==> src/rtl/adder_pkg.sv <==
// Shared adder definitions: carry-select slice width, sequencer state type,
// and the signed-overflow rule used by every adder block.
package adder_pkg;

  localparam int unsigned SLICE_W = 4;

  typedef enum logic {
    IDLE,
    BUSY
  } mwa_state_t;

  // Two's-complement overflow: both operands agree in sign and the sum disagrees.
  function automatic logic signed_ovf(input logic a_msb, input logic b_msb, input logic s_msb);
    return (a_msb ^ s_msb) & (b_msb ^ s_msb);
  endfunction

endpackage

==> src/rtl/multiword_add_seq_if.sv <==
// Word-stream bus of the multi-word add/sub sequencer: operand words in,
// result words out, each on its own valid/ready handshake.
interface multiword_add_seq_if #(
  parameter int unsigned N         = 32,
  parameter int unsigned MAX_WORDS = 16
);
  localparam int unsigned IDXW = (MAX_WORDS > 1) ? $clog2(MAX_WORDS) : 1;

  logic            in_valid;
  logic            in_ready;
  logic [N-1:0]    in_x;
  logic [N-1:0]    in_y;
  logic            in_first;
  logic            in_last;
  logic            in_sub;
  logic            in_cin;
  logic            out_valid;
  logic            out_ready;
  logic [N-1:0]    out_sum;
  logic [IDXW-1:0] out_idx;
  logic            out_last;
  logic            out_carry;
  logic            out_overflow;

  // Producer of operands / consumer of results.
  modport master (
    output in_valid, in_x, in_y, in_first, in_last, in_sub, in_cin, out_ready,
    input  in_ready, out_valid, out_sum, out_idx, out_last, out_carry, out_overflow
  );

  // The sequencer itself.
  modport slave (
    input  in_valid, in_x, in_y, in_first, in_last, in_sub, in_cin, out_ready,
    output in_ready, out_valid, out_sum, out_idx, out_last, out_carry, out_overflow
  );
endinterface

==> src/rtl/multiword_add_seq_carrySelectAdder.sv <==
// N-bit carry-select adder built from SLICE_W-bit slices; every slice
// precomputes both carry-in cases and the incoming carry picks one.
module carrySelectAdder
  import adder_pkg::*;
#(
  parameter int unsigned N = 32
) (
  input  logic [N-1:0] a_i,
  input  logic [N-1:0] b_i,
  input  logic         cin_i,
  output logic [N-1:0] sum_o,
  output logic         carryout_o
);
  localparam int unsigned NS = N / SLICE_W;

  logic [NS:0] c;

  assign c[0] = cin_i;

  for (genvar g = 0; g < NS; g++) begin : g_slice
    logic [SLICE_W:0] r0;
    logic [SLICE_W:0] r1;

    assign r0 = {1'b0, a_i[g*SLICE_W +: SLICE_W]} + {1'b0, b_i[g*SLICE_W +: SLICE_W]};
    assign r1 = r0 + {{SLICE_W{1'b0}}, 1'b1};
    assign sum_o[g*SLICE_W +: SLICE_W] = c[g] ? r1[SLICE_W-1:0] : r0[SLICE_W-1:0];
    assign c[g+1] = c[g] ? r1[SLICE_W] : r0[SLICE_W];
  end

  assign carryout_o = c[NS];
endmodule

==> src/rtl/multiword_add_seq.sv <==
// Multi-precision add/sub sequencer: streams N-bit word pairs (LS first)
// through one carry-select adder, chaining the registered carry between words.
module multiword_add_seq
  import adder_pkg::*;
#(
  parameter int unsigned N         = 32,
  parameter int unsigned MAX_WORDS = 16
) (
  input  logic                clk,
  input  logic                rst,
  multiword_add_seq_if.slave  bus,
  output logic                seq_err
);
  localparam int unsigned IDXW = (MAX_WORDS > 1) ? $clog2(MAX_WORDS) : 1;

  mwa_state_t      state_q, state_d;
  logic            carry_q;
  logic            sub_q;
  logic            out_valid_q;
  logic [N-1:0]    out_sum_q;
  logic [IDXW-1:0] out_idx_q;
  logic            out_last_q;
  logic            out_carry_q;
  logic            out_overflow_q;
  logic            seq_err_q;

  logic            in_ready;
  logic            accept;
  logic            first;
  logic            sub;
  logic [N-1:0]    yw;
  logic            cin;
  logic [N-1:0]    sum;
  logic            cout;
  logic [IDXW-1:0] idx_nxt;
  logic            overlimit;
  logic            ovf;

  assign in_ready  = ~out_valid_q | bus.out_ready;
  assign accept    = bus.in_valid & in_ready;
  assign first     = (state_q == IDLE) | bus.in_first;
  assign sub       = first ? bus.in_sub : sub_q;
  assign yw        = bus.in_y ^ {N{sub}};
  assign cin       = first ? (sub | bus.in_cin) : carry_q;
  assign idx_nxt   = first ? '0 : out_idx_q + IDXW'(1);
  assign overlimit = (idx_nxt == IDXW'(MAX_WORDS - 1)) & ~bus.in_last;
  assign ovf       = bus.in_last & signed_ovf(bus.in_x[N-1], yw[N-1], sum[N-1]);

  carrySelectAdder #(.N(N)) u_add (
    .a_i        (bus.in_x),
    .b_i        (yw),
    .cin_i      (cin),
    .sum_o      (sum),
    .carryout_o (cout)
  );

  // State register.
  always_ff @(posedge clk) begin
    if (rst) state_q <= IDLE;
    else     state_q <= state_d;
  end

  // Next state: an accepted last word, or one that hits the word limit, ends the op.
  always_comb begin
    state_d = state_q;
    if (accept) state_d = (bus.in_last | overlimit) ? IDLE : BUSY;
  end

  // Carry/sub chaining and single-entry output register (reload on pop+accept, no bubble).
  always_ff @(posedge clk) begin
    if (rst) begin
      carry_q        <= 1'b0;
      sub_q          <= 1'b0;
      out_valid_q    <= 1'b0;
      out_sum_q      <= '0;
      out_idx_q      <= '0;
      out_last_q     <= 1'b0;
      out_carry_q    <= 1'b0;
      out_overflow_q <= 1'b0;
    end else if (accept) begin
      carry_q        <= cout;
      sub_q          <= sub;
      out_valid_q    <= 1'b1;
      out_sum_q      <= sum;
      out_idx_q      <= idx_nxt;
      out_last_q     <= bus.in_last;
      out_carry_q    <= cout;
      out_overflow_q <= ovf;
    end else if (out_valid_q & bus.out_ready) begin
      out_valid_q    <= 1'b0;
    end
  end

  // Sticky over-length flag.
  always_ff @(posedge clk) begin
    if (rst)                     seq_err_q <= 1'b0;
    else if (accept & overlimit) seq_err_q <= 1'b1;
  end

  assign bus.in_ready     = in_ready;
  assign bus.out_valid    = out_valid_q;
  assign bus.out_sum      = out_sum_q;
  assign bus.out_idx      = out_idx_q;
  assign bus.out_last     = out_last_q;
  assign bus.out_carry    = out_carry_q;
  assign bus.out_overflow = out_overflow_q;
  assign seq_err          = seq_err_q;
endmodule

==> src/flat_wrapper.sv <==
// flat-port wrapper written by rule: the top's interface ports become plain ports
module multiword_add_seq_flat import adder_pkg::*;
#(
  parameter int unsigned N         = 32,
  parameter int unsigned MAX_WORDS = 16
)
  (clk, rst, seq_err, bus_in_valid, bus_in_x, bus_in_y, bus_in_first, bus_in_last, bus_in_sub, bus_in_cin, bus_out_ready, bus_in_ready, bus_out_valid, bus_out_sum, bus_out_idx, bus_out_last, bus_out_carry, bus_out_overflow);
  multiword_add_seq_if #(.N(N), .MAX_WORDS(MAX_WORDS)) bus_i ();
  input  logic clk;
  input  logic rst;
  output logic seq_err;
  input wire logic [$bits(bus_i.in_valid)-1:0] bus_in_valid;
  input wire logic [$bits(bus_i.in_x)-1:0] bus_in_x;
  input wire logic [$bits(bus_i.in_y)-1:0] bus_in_y;
  input wire logic [$bits(bus_i.in_first)-1:0] bus_in_first;
  input wire logic [$bits(bus_i.in_last)-1:0] bus_in_last;
  input wire logic [$bits(bus_i.in_sub)-1:0] bus_in_sub;
  input wire logic [$bits(bus_i.in_cin)-1:0] bus_in_cin;
  input wire logic [$bits(bus_i.out_ready)-1:0] bus_out_ready;
  output wire logic [$bits(bus_i.in_ready)-1:0] bus_in_ready;
  output wire logic [$bits(bus_i.out_valid)-1:0] bus_out_valid;
  output wire logic [$bits(bus_i.out_sum)-1:0] bus_out_sum;
  output wire logic [$bits(bus_i.out_idx)-1:0] bus_out_idx;
  output wire logic [$bits(bus_i.out_last)-1:0] bus_out_last;
  output wire logic [$bits(bus_i.out_carry)-1:0] bus_out_carry;
  output wire logic [$bits(bus_i.out_overflow)-1:0] bus_out_overflow;
  assign bus_i.in_valid = bus_in_valid;
  assign bus_i.in_x = bus_in_x;
  assign bus_i.in_y = bus_in_y;
  assign bus_i.in_first = bus_in_first;
  assign bus_i.in_last = bus_in_last;
  assign bus_i.in_sub = bus_in_sub;
  assign bus_i.in_cin = bus_in_cin;
  assign bus_i.out_ready = bus_out_ready;
  assign bus_in_ready = bus_i.in_ready;
  assign bus_out_valid = bus_i.out_valid;
  assign bus_out_sum = bus_i.out_sum;
  assign bus_out_idx = bus_i.out_idx;
  assign bus_out_last = bus_i.out_last;
  assign bus_out_carry = bus_i.out_carry;
  assign bus_out_overflow = bus_i.out_overflow;
  multiword_add_seq #(.N(N), .MAX_WORDS(MAX_WORDS)) u_core (.clk(clk), .rst(rst), .bus(bus_i), .seq_err(seq_err));
endmodule
==> config.mk <==
export PLATFORM = sky130hd
export DESIGN_NAME = multiword_add_seq_flat
export DESIGN_NICKNAME = d
export VERILOG_FILES = /design/src/rtl/adder_pkg.sv /design/src/rtl/multiword_add_seq_if.sv /design/src/rtl/multiword_add_seq_carrySelectAdder.sv /design/src/rtl/multiword_add_seq.sv /design/src/flat_wrapper.sv
export SDC_FILE = /design/constraint.sdc
export NUM_CORES = 1
export LEC_CHECK = 0
export CAP_MARGIN = 30
export CELL_PAD_IN_SITES_DETAIL_PLACEMENT = 1
export CELL_PAD_IN_SITES_GLOBAL_PLACEMENT = 1
export CORE_MARGIN = 3
export CORE_UTILIZATION = 37
export DETAILED_ROUTE_END_ITERATION = 16
export HOLD_SLACK_MARGIN = 0.12
export PLACE_DENSITY = 0.9
export SLEW_MARGIN = 20
export SYNTH_ARGS = -nofsm -noshare
export SYNTH_HDL_FRONTEND = slang
export SYNTH_SLANG_ARGS = --single-unit
==> constraint.sdc <==
create_clock -name clk -period 15.6 [get_ports clk]
set_input_delay 2.34 -clock clk [delete_from_list [all_inputs] [get_ports clk]]
set_output_delay 2.34 -clock clk [all_outputs]
set_load 0.05 [all_outputs]
Word-level counts from Yosys, hierarchy flattened:

Cells that the tools add are included.

* multiplexer cells: 22
* equal/unequal tests: 1
* $add $sub $neg: 17
* reductions and logical operators: 1
* bitwise operators: 16

Operator list (number)
* adder 4 x 4 -> 5 bit: 8
* adder 5 x 1 -> 5 bit (second input constant): 8
* two-way mux 4 bit: 9
* XOR 32 bit: 1
* two-way mux 1 bit: 13
* AND 1 bit: 6
* adder 4 x 1 -> 4 bit (second input constant): 1
* == test 4 bit (second input constant): 1
* OR 1 bit: 4
* NOT 1 bit: 3
* nonzero test 2 bit: 1
* XOR 1 bit: 2

* register bits after elaboration: 43
* input bits: 72

Logic depth before layout (Yosys ltp):

* depth in word-level cells: 17
* gate-level depth with buffers: 21

Hierarchy:

A second synthesis with hierarchy kept.

* cells, all modules: 457
* area total of the unflattened synthesis: 3887.5 sq um

By module, submodules not included
* multiword_add_seq: times used 1, cells each 246, area an instance 2019.4 sq um
* carrySelectAdder: times used 1, cells each 211, area an instance 1868.0 sq um

Worst setup path before layout:

OpenSTA, ideal clock, no wires.

* kind: input -> register
* start point: input port bus_in_first
* end point: register u_core.out_carry_q, in the netlist u_core.bus.out_carry
* cell stages on the path: 21
* library setup time: 117 ps
* required time: 15483 ps
* arrival time: 7752 ps
* slack: 7731 ps
* buffers on the path: 1
* path through: nand2b_1 -> mux2i_1 -> clkbuf_1 -> xnor2_1 -> ha_1 -> inv_1 -> fa_1 -> inv_1 -> ha_1 -> inv_1 -> a2111o_1 -> o311a_1 -> nor4b_2 -> mux2i_1 -> mux2i_1 -> mux2i_1 -> mux2_4 -> mux2i_2 -> xnor2_1 -> or3_1 -> a32o_1

* word-level cells in the longest chain between the ends: 13
* elaborated cells on any way between the ends: 29
* those cells by class: add/sub: 16; mux: 10; bitwise: 3

RTL lines
* from (decl): line flat_wrapper.sv:15 `input wire logic [$bits(bus_i.in_first)-1:0] bus_in_first;`
* OR 1 bit (*): line multiword_add_seq.sv:41 `assign first = (state_q == IDLE) | bus.in_first;`
* two-way mux 1 bit: line multiword_add_seq.sv:42 `assign sub = first ? bus.in_sub : sub_q;`
* XOR 32 bit: line multiword_add_seq.sv:43 `assign yw = bus.in_y ^ {N{sub}};`
* adder 4 x 4 -> 5 bit: line multiword_add_seq_carrySelectAdder.sv:24 `assign r0 = {1'b0, a_i[g*SLICE_W +: SLICE_W]} + {1'b0, b_i[g*SLICE_W +: SLICE_W]};`
* adder 5 x 1 -> 5 bit: line multiword_add_seq_carrySelectAdder.sv:25 `assign r1 = r0 + {{SLICE_W{1'b0}}, 1'b1};`
* two-way mux 1 bit (7 in series): line multiword_add_seq_carrySelectAdder.sv:27 `assign c[g+1] = c[g] ? r1[SLICE_W] : r0[SLICE_W];`
* two-way mux 1 bit (*): line multiword_add_seq_carrySelectAdder.sv:27
* to (signal assigned): line multiword_add_seq.sv:87 `out_carry_q <= cout;`
* to (decl): line multiword_add_seq.sv:23 `logic out_carry_q;`

Every way passes the cells marked *; elsewhere a longest branch is shown, timed or not.
A chain may end at the register's enable or synchronous reset.

Worst setup path in the final report:

* start point: input port bus_in_first
* end point: register u_core.out_sum_q[30], in the netlist u_core.bus.out_sum[30]

* word-level cells in the longest chain between the ends: 13
* elaborated cells on any way between the ends: 29
* those cells by class: add/sub: 16; mux: 10; bitwise: 3

RTL lines
* OR 1 bit (*): line multiword_add_seq.sv:41
* two-way mux 1 bit: line multiword_add_seq.sv:42
* XOR 32 bit: line multiword_add_seq.sv:43
* adder 4 x 4 -> 5 bit: line multiword_add_seq_carrySelectAdder.sv:24
* adder 5 x 1 -> 5 bit: line multiword_add_seq_carrySelectAdder.sv:25
* two-way mux 1 bit (7 in series): line multiword_add_seq_carrySelectAdder.sv:27
* two-way mux 4 bit (*): line multiword_add_seq_carrySelectAdder.sv:26 `assign sum_o[g*SLICE_W +: SLICE_W] = c[g] ? r1[SLICE_W-1:0] : r0[SLICE_W-1:0];`
* to (signal assigned): line multiword_add_seq.sv:84 `out_sum_q <= sum;`
* to (decl): line multiword_add_seq.sv:20 `logic [N-1:0] out_sum_q;`

Marked as above.

==> flow_summary.toml <==
[routing]
dr_total_vias = 3580
wirelength_mm = 10.6
antenna_left = 0
wire_per_inst_um = 15.3
drtIter0Drc = 43
first_pass_iters = 4
avgViaCountPerCell = 5.17
drc = 0

[logic_synthesis]
synth_edf_count = 0
ys_ff_latch = 43
syn_inst = 457
synthFlopType = "dfxtp_1"
syn_area_um2 = 3720
syn_area_per_cell_um2 = 8.14
synth_top_area_share = 0.231
ys_types = 41
yosysWarnings = 0
yosysSeqAreaShare = 0.231
synth_nets = 578
yosysTopAreaCell = "dfxtp_1"
async_flop_share = 0
synth_area_leaders = "dfxtp_1 (23%), ha_1 (14%), xnor2_1 (14%)"

[timing]
slew-limit-headroom = 0.424
timing.final.max_slew_violations = 0
max_freq_mhz = 114
finalCriticalPeriod_ns = 8.75
period_share = 0.561
finalSetupTns_ns = 0
worst_pin_slew_ns = 0.864
grt_setup_unrepaired = "no"
final_hold_viol_count = 0
skew_ns = 0.00619
finalSetupViolCount = 0

[placement]
port-buffer-count = 113
detailed_place_hpwl_mm = 8.75
place.gp.congestion = 0.875

[worst_setup_path]
crit_path_end_kind = "flop"
cpPeakStageDelay_ns = 0.62
worstPathMaxFanout = 22
crit_slowest_cell = "mux2i_4"
start_kind = "input pin"
cp.arrival_ns = 8.95
path_cells = "clkdlybuf4s50_1 -> nand2b_1 -> mux2i_4 -> buf_4 -> xnor2_1 -> ha_1 -> inv_1 -> fa_1 -> inv_1 -> ha_1 -> inv_1 -> a2111o_1 -> o311a_1 -> nor4b_2 -> mux2i_1 -> mux2i_1 -> mux2i_1 -> mux2_4 -> mux2i_2 -> xor2_1 -> a211oi_1 -> nor4_1"
critPathKind = "in -> reg"
worst_ep_required_time_ns = 15.80

[clocking]
clock_sinks = 43
hold_buffers = 0
worstSkewPairLatency_ns = 0.29
cts_root_buf = "clkbuf_8"
cts_made_buffers = 5
ctsResizeCount = 0
htree_levels = 2
postCtsSetupRepairBufs = 0
cts.clk_slew.worst_paths_ns = 0.08
clk_path_buf_depth = 2
cts_tree = "yes"

[global_route]
antenna_found_initial = 0
grt_pass1_vias = 3845
grt_usage = 0.188
overflow = 0
grt_pass1_wl_mm = 17.5
grt_start_max_net_pins = 68

[layout]
area_delta_synth_final_pct = 36.5
n_fill_cell = 1154
drive_above_1_share = 0.0266
final_nets = 684
diodes = 0
fin_util = 0.534

[floorplan]
die_h_um = 106
die_area_um2 = 11300
core_um2 = 9500
die_x_um = 106
io-pin-count = 114
rows = 35
start_util = 0.391

[run]
max-cap-violations = 0

[power]
max-vdd-ir-drop_mv = 0.0330
leakagePower_uw = 0.00206
powerDensity_nw_per_um2 = 94.0

[run_status]
status = "finished clean"

[worst_hold_path]
hp-class = "reg -> reg"
worst max-delay path: cells and delay by family:
kind            cells  cell delay (ns)
mux                 6             2.28
buf+inv             5             1.16
simple gates        3             0.94
fa+ha+maj           3             0.82
compound gates      3             0.79
xor+xnor            2             0.61
area by class of cell:
| class | instances | area (um^2) | share of cell area |
|---|---|---|---|
| inverter | 46 | 173 | 0.0340 |
| clock buffer | 6 | 72.6 | 0.0143 |
| sequential | 43 | 861 | 0.169 |
| clock inverter | 1 | 30.0 | 0.00591 |
| timing repair buffer | 115 | 1140 | 0.225 |
| multi-input combinational | 352 | 2640 | 0.520 |
| tap | 129 | 161 | 0.0318 |
power breakdown:
part / leakage, uW / switching (uW) / internal [uW]
Combinational: 0.00165 / 154 / 109
Clock: 0.0000513 / 37.7 / 47.0
Sequential: 0.000356 / 7.73 / 122
Total: 0.00206 / 199 / 278
synth_stat cells, drive strengths merged (2+ instances only):
master / number
nor4: 5
nor3b: 3
nor4b: 3
mux2i: 5
nand2b: 8
xnor2: 58
nand2: 24
a21oi: 21
ha: 41
a211oi: 25
o21ai: 16
xor2: 17
a311oi: 4
or3: 3
nand4: 5
and2: 3
clkbuf: 15
a21o: 9
nor2b: 8
fa: 8
dfxtp: 43
nand3: 9
nor2: 57
and3: 2
inv: 46
o211ai: 2
nor3: 6
layer usage:
layer | share of wire | vias to the layer above | track usage
met5 | 0 | - | 0
met2 | 0.53 | 79 | 0.370
li1 | - | 1762 | -
met3 | 0.038 | 12 | 0.0298
met1 | 0.41 | 1727 | 0.205
met4 | 0.018 | 0 | 0.0509
flip-flops by register name (all words and copies together), names as in the netlist:
name / flops
u_core.bus.out_sum: 32
u_core.sub_q: 1
u_core.bus.out_overflow: 1
u_core.bus.out_valid: 1
u_core.bus.out_carry: 1
u_core.bus.out_last: 1
u_core.state_q: 1
u_core.bus.out_idx: 4
u_core.seq_err: 1
layout by cell type, fill, tap and decap left out, types with 16 or more instances in the layout:
cell type          n
xor2_1            17
ha_1              41
o21ai_0           16
xnor2_1           58
dfxtp_1           43
nand2_1           24
clkdlybuf4s50_1  112
a211oi_1          24
inv_1             46
nor2_1            57
a21oi_1           21
cell families (layout without fill, tap and decap cells):
kind of cell / count (synthesis) / after routing / synth area share
simple gates: 140 / 140 / 0.184
compound gates: 82 / 82 / 0.146
mux: 6 / 6 / 0.0185
xor+xnor: 75 / 75 / 0.177
fa+ha+maj: 49 / 49 / 0.181
flops: 43 / 43 / 0.231
buf+inv: 62 / 168 / 0.0626
metrics by stage:
| stage | instance area (um^2) | power [uW] | instances | setup slack, ns | hold slack (ns) |
|---|---|---|---|---|---|
| after floorplan | 3720 | 315 | 457 | 7.73 | 0.477 |
| after global placement | 4980 | 383 | 685 | 6.67 | 0.442 |
| after detailed placement | 4980 | 397 | 685 | 6.48 | 0.461 |
| after CTS | 5080 | 484 | 692 | 6.76 | 0.473 |
| after global routing | 5080 | 513 | 692 | 6.39 | 0.492 |
| final | 5080 | 477 | 692 | 6.85 | 0.466 |
final timing paths:
| check | start | to | cells after the start | slack [ns] |
|---|---|---|---|---|
| max | bus_in_first | u_core.bus.out_sum[30]$_SDFFE_PP0P_ | 22 | 6.85 |
| min | u_core.bus.out_last$_SDFFE_PP0P_ | u_core.bus.out_last$_SDFFE_PP0P_ | 2 | 0.47 |
| max reg2reg | u_core.state_q$_SDFFE_PP0P_ | u_core.bus.out_sum[30]$_SDFFE_PP0P_ | 21 | 9.10 |
| min reg2reg | u_core.bus.out_last$_SDFFE_PP0P_ | u_core.bus.out_last$_SDFFE_PP0P_ | 2 | 0.47 |
No activity file was read; power rests on OpenSTA's default activity.
